File: src/rtl/wb_conbus_rr.sv
// Shared-bus Wishbone interconnect: N masters, M slaves, round-robin arbitration,
// upper-address decode, and bus-error responses for unmapped addresses and
// for slaves that stall past the timeout.
//
// Handshake: a master request is valid while cyc & stb are high and stays
// stable until the cycle in which that master sees ack or err (the "ready");
// the transfer completes in exactly that cycle, and the master may then drop
// stb or present the next request.
module wb_conbus_rr #(
    parameter int N_MASTERS = 2,
    parameter int N_SLAVES = 8,
    parameter int S_ADDR_W = 4,
    parameter logic [N_SLAVES*S_ADDR_W-1:0] S_ADDR_MAP =
        {4'h8, 4'h7, 4'h6, 4'h5, 4'h4, 4'h3, 4'h2, 4'h0},
    parameter int TIMEOUT = 255,
    localparam int GW = (N_MASTERS > 1) ? $clog2(N_MASTERS) : 1
) (
    input  logic                      clk,
    input  logic                      rst,
    input  logic [N_MASTERS*32-1:0]   m_adr_i,
    input  logic [N_MASTERS*32-1:0]   m_dat_i,
    input  logic [N_MASTERS*4-1:0]    m_sel_i,
    input  logic [N_MASTERS-1:0]      m_we_i,
    input  logic [N_MASTERS-1:0]      m_cyc_i,
    input  logic [N_MASTERS-1:0]      m_stb_i,
    output logic [31:0]               m_dat_o,
    output logic [N_MASTERS-1:0]      m_ack_o,
    output logic [N_MASTERS-1:0]      m_err_o,
    output logic [31:0]               s_adr_o,
    output logic [31:0]               s_dat_o,
    output logic [3:0]                s_sel_o,
    output logic                      s_we_o,
    output logic [N_SLAVES-1:0]       s_cyc_o,
    output logic [N_SLAVES-1:0]       s_stb_o,
    input  logic [N_SLAVES*32-1:0]    s_dat_i,
    input  logic [N_SLAVES-1:0]       s_ack_i,
    output logic                      dbg_owned,
    output logic [GW-1:0]             dbg_grant,
    output logic [GW-1:0]             dbg_ptr
);

    typedef enum logic {IDLE, OWNED} state_t;

    state_t              state;
    logic [GW-1:0]       grant;
    logic [GW-1:0]       ptr;
    logic [GW-1:0]       pick;
    logic [GW-1:0]       cand;
    logic                owned;
    logic [31:0]         g_adr;
    logic [31:0]         g_dat;
    logic [3:0]          g_sel;
    logic                g_we;
    logic                g_cyc;
    logic                g_stb;
    logic [N_MASTERS-1:0] grant_vec;
    logic [N_SLAVES-1:0] hit;
    logic                match;
    logic                sel_ack;
    logic [31:0]         sel_dat;
    logic [15:0]         to_cnt;
    logic                to_hit;
    logic                unm_err_q;

    assign owned     = (state == OWNED);
    assign dbg_owned = owned;
    assign dbg_grant = grant;
    assign dbg_ptr   = ptr;

    // Select the granted master's request signals and its one-hot grant mask.
    always_comb begin
        g_adr     = '0;
        g_dat     = '0;
        g_sel     = '0;
        g_we      = 1'b0;
        g_cyc     = 1'b0;
        g_stb     = 1'b0;
        grant_vec = '0;
        for (int i = 0; i < N_MASTERS; i++) begin
            if (grant == GW'(i)) begin
                g_adr        = m_adr_i[i*32 +: 32];
                g_dat        = m_dat_i[i*32 +: 32];
                g_sel        = m_sel_i[i*4 +: 4];
                g_we         = m_we_i[i];
                g_cyc        = m_cyc_i[i];
                g_stb        = m_stb_i[i];
                grant_vec[i] = 1'b1;
            end
        end
    end

    // Round-robin pick: first requester at or above the pointer, wrapping.
    always_comb begin
        pick = ptr;
        cand = '0;
        for (int i = N_MASTERS - 1; i >= 0; i--) begin
            cand = GW'((int'(ptr) + i) % N_MASTERS);
            if (m_cyc_i[cand]) pick = cand;
        end
    end

    // Address decode; the lowest matching map entry wins.
    always_comb begin
        hit     = '0;
        match   = 1'b0;
        sel_ack = 1'b0;
        sel_dat = '0;
        for (int k = N_SLAVES - 1; k >= 0; k--) begin
            if (g_adr[31 -: S_ADDR_W] == S_ADDR_MAP[k*S_ADDR_W +: S_ADDR_W]) begin
                hit    = '0;
                hit[k] = 1'b1;
                match  = 1'b1;
            end
        end
        for (int k = 0; k < N_SLAVES; k++) begin
            if (hit[k]) begin
                sel_ack = s_ack_i[k];
                sel_dat = s_dat_i[k*32 +: 32];
            end
        end
    end

    // Timeout fires on the TIMEOUT-th consecutive stalled strobe cycle.
    assign to_hit = (TIMEOUT != 0) && owned && g_cyc && g_stb && match &&
                    (to_cnt == 16'(TIMEOUT - 1));

    // Shared slave-side signals, strobe routing and master responses.
    always_comb begin
        s_adr_o = owned ? g_adr : '0;
        s_dat_o = owned ? g_dat : '0;
        s_sel_o = owned ? g_sel : '0;
        s_we_o  = owned ? g_we : 1'b0;
        s_cyc_o = (owned && g_cyc) ? hit : '0;
        s_stb_o = (owned && g_cyc && g_stb && !to_hit) ? hit : '0;
        m_dat_o = (owned && match) ? sel_dat : '0;
        m_ack_o = (owned && g_cyc && sel_ack && !to_hit) ? grant_vec : '0;
        m_err_o = (owned && ((unm_err_q && !match) || to_hit)) ? grant_vec : '0;
    end

    // Arbiter FSM: hold the grant while the owner keeps cyc, then advance the pointer.
    always_ff @(posedge clk) begin
        if (!rst) begin
            state <= IDLE;
            grant <= '0;
            ptr   <= '0;
        end else begin
            case (state)
                IDLE: begin
                    if (|m_cyc_i) begin
                        state <= OWNED;
                        grant <= pick;
                    end
                end
                OWNED: begin
                    if (!g_cyc) begin
                        state <= IDLE;
                        ptr   <= (grant == GW'(N_MASTERS - 1)) ? '0 : grant + GW'(1);
                    end
                end
                default: state <= IDLE;
            endcase
        end
    end

    // Unmapped-address error: one-cycle pulse, repeating every other cycle while stb holds.
    always_ff @(posedge clk) begin
        if (!rst) begin
            unm_err_q <= 1'b0;
        end else begin
            unm_err_q <= owned && g_cyc && g_stb && !match && !unm_err_q;
        end
    end

    // Stall counter: counts mapped strobe cycles without ack, cleared on any progress.
    always_ff @(posedge clk) begin
        if (!rst) begin
            to_cnt <= '0;
        end else if (!owned || !g_stb || sel_ack || to_hit || (TIMEOUT == 0)) begin
            to_cnt <= '0;
        end else if (match) begin
            to_cnt <= to_cnt + 16'd1;
        end
    end

endmodule

File: config.mk
export PLATFORM = sky130hd
export DESIGN_NAME = wb_conbus_rr
export DESIGN_NICKNAME = d
export VERILOG_FILES = /design/src/rtl/wb_conbus_rr.sv
export SDC_FILE = /design/constraint.sdc
export NUM_CORES = 1
export LEC_CHECK = 0
export CORE_AREA = 2 2 208 210
export CTS_BUF_LIST = sky130_fd_sc_hd__clkbuf_2
export DETAILED_ROUTE_END_ITERATION = 8
export DIE_AREA = 0 0 210 212
export PLACE_DENSITY_LB_ADDON = 0.3
export SYNTH_ARGS = -nofsm -noshare
export SYNTH_HDL_FRONTEND = slang
export SYNTH_SLANG_ARGS = --single-unit
File: constraint.sdc
create_clock -name clk -period 1.8 [get_ports clk]
set_input_delay 0.18 -clock clk [delete_from_list [all_inputs] [get_ports clk]]
set_output_delay 0.18 -clock clk [all_outputs]
set_load 0.02 [all_outputs]
# After elaboration in Yosys (flattened, before gate mapping)

Index checks and enable logic that the tools add are counted.

Output and inout port bits: 124
Logic and storage cells: 106
Bits in registers: 20
Input bits: 408

Reduce and logical (&&, ||, !) cells: 26
$add $sub $neg: 3
Bitwise gates (word level): 3
Equal/unequal tests: 8
Magnitude comparators: 2
Muxes and demuxes: 59

Operator list:

| kind                  | count |
|---|---|
| $mux 32               | 13 |
| $mux 8                | 10 |
| $mux 1                | 31 |
| $add 16x1->16 const B | 1 |
| $eq 16x8->1 const B   | 1 |
| $eq 4x3->1 const B    | 4 |
| $logic_and 1x1->1     | 12 |
| $eq 4x2->1 const B    | 2 |
| $mux 4                | 2 |
| $logic_not 1->1       | 5 |
| $eq 4x4->1 const B    | 1 |
| $logic_not 4->1       | 1 |
| $logic_or 1x1->1      | 4 |
| $lt 1x2->1 const B    | 2 |
| $mux 2                | 2 |
| $reduce_and 2->1      | 2 |
| $reduce_or 2->1       | 2 |
| $not 1->1             | 3 |
| $add 1x1->1 const B   | 2 |
| $pmux 1 s2            | 1 |

# Logic depth before layout (Yosys ltp)

Depth in word-level cells: 21
Gate-level depth with buffers: 10
Depth with buffers taken out: 6

# Worst setup path before layout

Ideal clock, no wire load.

Path type: flip-flop to output port
Start: reg grant, in the netlist dbg_grant
End: out m_dat_o[30]
Cell stages (with the launch flop): 10
Required time: 1.620 ns
Data arrival time: 2.177 ns
Buffers on the path: 4
Slack: -0.557 ns
Cell sequence: dfxtp_1 buf_6 buf_6 buf_4 nand2_1 o22ai_2 buf_2 a311oi_1 nor2_1 a311oi_1

Longest elaborated chain between the ends: 18
Elaborated cells on any way between the ends: 35
Classes of those cells: eq/ne: 7; mux: 26; reduce/logical: 2

RTL lines:

| item                   | RTL line | source |
|---|---|---|
| start, declared        | 45       | `logic [GW-1:0] grant;` |
| start signal, assigned | 151      | `grant <= pick;` |
| $mux 32 *              | 80       | `if (grant == GW'(i)) begin` |
| $eq 4x3->1             | 109      | `if (g_adr[31 -: S_ADDR_W] == S_ADDR_MAP[k*S_ADDR_W +: S_ADDR_W]) begin` |
| $mux 8 (7 in series)   | 109      |  |
| $mux 32 (8 in series)  | 116      | `if (hit[k]) begin` |
| $mux 32 *              | 135      | `m_dat_o = (owned && match) ? sel_dat : '0;` |
| end, declared          | 26       | `output logic [31:0] m_dat_o,` |

Every way passes the cells marked *; elsewhere a longest branch is shown, timed or not.

# Worst setup path after layout

Start: reg grant, in the netlist dbg_grant
End: out m_dat_o[27]

The elaborated chain is that of the path after synthesis.

==> results by group <==
Synthesis
  • Netlist Area Pre-Place: 0.00475 mm2
  • Post-synthesis sequential area ratio: 8.43%
  • Top FF cell, synth: dfxtp_1
  • Yosys warning total: 0
  • Yosys top cell area share: 14.7%
  • Ys async rst share: 0%
  • Flops & latches, synth: 20
  • Synth area leader: mux2i_1
  • Synth Net Count: 1083
  • Post-synthesis cell type count: 68
  • Cells after Synth: 673
  • Ranking of synthesized cells by area: mux2i_1 (15%), nor2_1 (9.8%), dfxtp_1 (8.4%)
  • Syn avg cell area: 7.06 um2
  • EDFF count, synth: 0

Pwr
  • Sw Share: 39.9%
  • Worst vdd ir: 245 uV
  • Clock power frac: 7.2%
  • Tot Pwr: 4.91 mW
  • LEAKAGE: 5.52 nW
  • Flop pwr share: 9.5%
  • Internal power: 2.95 mW
  • P_sw: 1.96 mW
  • Cell Pwr Density: 331 mW/mm2
  • Comb power frac: 83.3%

Cells and area
  • Share of cells above drive strength 1: 47.6%
  • Final #Nets: 1759
  • P&R area growth vs syn: 212%
  • Commonest non-fill, non-tap cell in the layout: clkdlybuf4s50_1
  • Fill cells: 4333
  • Post-layout util: 34.8%
  • Post-route cell area: 0.0148 mm2
  • Commonest non-fill, non-tap cells in the layout: clkdlybuf4s50_1 (409), buf_4 (115), buf_6 (105), nor2_2 (73), buf_12 (38)

STA
  • Worst-margin pin slew: 0.440 ns
  • Hold Violations, Final: 0
  • Max Slew Vio Count: 0
  • Worst setup margin: -0.937 ns
  • Min Tclk post-route: 2.74 ns
  • Final clock period utilization by the worst path: 152%
  • Slew headroom: 70.7%
  • Clock skew: 0.0363 ns
  • Fmax: 365 MHz
  • RSZ-0062 raised after global routing: yes
  • Setup violators final: 137

Floorplanning
  • FP Rows: 76
  • CORE AREA: 0.0425 mm2
  • Initial Utilization: 11.2%
  • Die Wd: 210 um
  • I/O Pins: 532
  • Die ar.: 0.0445 mm2
  • Die height: 212 um

Placed design
  • GPL Wtd Cong: 0.920
  • IO Port Bufs: 531
  • Placed wire-length estimate: 32.1 mm
  • Placed cell area: 0.0120 mm2

CTS
  • Longest Clk Path Bufs: 2
  • TritonCTS buffer count: 3
  • Sink Count: 20
  • Clock Root Buffer: clkbuf_2
  • Clk slew on worst S/H paths: 0.19 ns
  • CTS tree: built
  • Worst skew pair latency: 0.35 ns
  • H-tree levels: 1
  • Hold-fix buffers, CTS: 0

Worst setup path
  • R2r endpoint: to_cnt[1]
  • Worst reg2reg setup slack: -0.64 ns
  • Critical path arrival: 2.56 ns
  • Most numerous cell on the critical path: buf_6
  • Crit path kind: reg2out
  • Path depth of the worst reg2reg path: 10
  • Max stage delay on crit path: 0.44 ns
  • Startpoint Class: flip-flop
  • CP endpoint kind: output pin
  • CP Data Required Time: 1.62 ns
  • Crit path max fanout: 8
  • Top Family by Delay on Critical Path: compound AO/OA/AOI/OAI gates
  • Buf/Inv on CP: 6
  • Crit path max-delay cell type: dfxtp_4
  • Stages on the worst setup path: 11
  • Critical-path cell list: buf_6 -> and2b_4 -> buf_8 -> a21o_1 -> buf_12 -> buf_12 -> buf_6 -> a222oi_1 -> o21ai_1 -> o221a_2 -> buf_6
  • Reg-to-reg startpoint: dbg_grant

Global routing
  • Vias in the first global route: 9050
  • Largest net degree at the start of global routing: 32
  • Total track usage: 18.9%
  • Initial antenna violation count: 3
  • First-pass GRT wire length: 61.9 mm
  • Grt total ovfl: 0

Routing
  • Via count: 8771
  • Routed wire length: 45.5 mm
  • Top Layer Used: met5
  • Post-Route M1 WL: 17.5 mm
  • Detail Route met2 WL: 24.5 mm
  • DRC viols: 0
  • DR pass1 iterations: 8
  • Avg WL per Cell: 24.0 um
  • DR WL met3: 2.70 mm
  • Vias per cell: 4.63
  • Antenna-violating nets left: 0
  • First-iteration detailed-routing DRC count: 587

Worst hold path
  • Worst hold stages: 1
  • Hold EP: unm_err_q
  • Hold Path Class: reg2reg
  • Hold Startpoint: unm_err_q

Flow run
  • Max_cap viols: 0

Run status
  • Outcome: finished with violations
  • Failing checks: negative setup slack
-- synth_stat cells, types with 6 or more instances --
master and count:
nand2_1 45, o221a_1 27, nor2_1 124, clkbuf_1 39, mux2i_1 70, a222oi_1 31, nand3_1 9, a2bb2oi_1 31
buf_2 25, nor3_1 12, dfxtp_1 20, o21ai_0 37, xnor2_1 12, inv_1 10, a211oi_1 6, o221ai_1 32
nor3_2 10, a21oi_1 44
-- cell type report --
class	count	area (um2)	area share, %
timing repair buffer	743	7980	53.9
multi-input combinational	570	5640	38.1
tap	546	683	4.62
sequential	20	408	2.76
inverter	11	43.8	0.296
clock inverter	1	30.0	0.203
clock buffer	3	15.0	0.101
antenna	1	2.50	0.0169
-- state kept, by name, indices dropped and copies added (netlist names) --
name / cells
dbg_grant: 1
dbg_ptr: 1
dbg_owned: 1
to_cnt: 16
unm_err_q: 1
-- metal layers --
metal	global-route usage [%]	vias to the layer above
met3	3.06	48
met2	36.8	473
met4	3.94	2
met1	21.6	4231
met5	0	-
li1	-	4017
-- cells by family (layout without fill, tap and decap cells) --
logic type | count (synthesis) | in the layout | share of synthesized area, %
AND/OR/NAND/NOR | 241 | 242 | 24.5
flip-flops | 20 | 20 | 8.43
XOR/XNOR | 12 | 12 | 2.21
multiplexers | 73 | 73 | 15.5
other | 0 | 1 | 0
buffers and inverters | 84 | 758 | 8.19
AO/OA/AOI/OAI | 241 | 241 | 40.6
adder cells (fa/ha/maj) | 2 | 2 | 0.527
-- power groups by stage --
stage | combinational (mW) | clock (mW) | sequential [mW]
finish | 4.09 | 0.351 | 0.466
floorplan | 1.18 | 0 | 0.475
CTS | 3.89 | 0.362 | 0.468
global route | 4.29 | 0.387 | 0.469
global placement | 2.99 | 0 | 0.475
detailed placement | 2.99 | 0 | 0.475
-- worst max-delay path by stage --
stage	from	end	slack (ns)
finish	dbg_grant	m_dat_o[27]	-0.94
global route	dbg_grant	m_dat_o[27]	-1.07
CTS	dbg_grant	m_dat_o[31]	-0.94
detailed placement	m_adr_i[30]	m_ack_o[0]	-1.42
global placement	m_adr_i[30]	m_ack_o[0]	-1.39
floorplan	dbg_grant	m_dat_o[12]	-0.22
-- per-stage QoR --
step	worst slack (ns)	std cells	hold slack, ns	setup TNS, ns
finish	-0.937	1895	0.461	-71.48
global route	-1.07	1895	0.479	-86.45
CTS	-0.941	1885	0.464	-76.06
detailed placement	-1.42	1798	0.416	-113.16
global placement	-1.39	1798	0.407	-109.84
floorplan	-0.216	673	0.297	-9.19
-- repair_timing --
item / in CTS / in global routing
resized for setup: 830 / 140
pin swaps: 94 / 62
cloned: 22 / 2
setup endpoints to repair: 139 / 139
hold endpoints to repair: 0 / 0
buffers inserted: 67 / 13
Power figures use the tool's default switching activity.
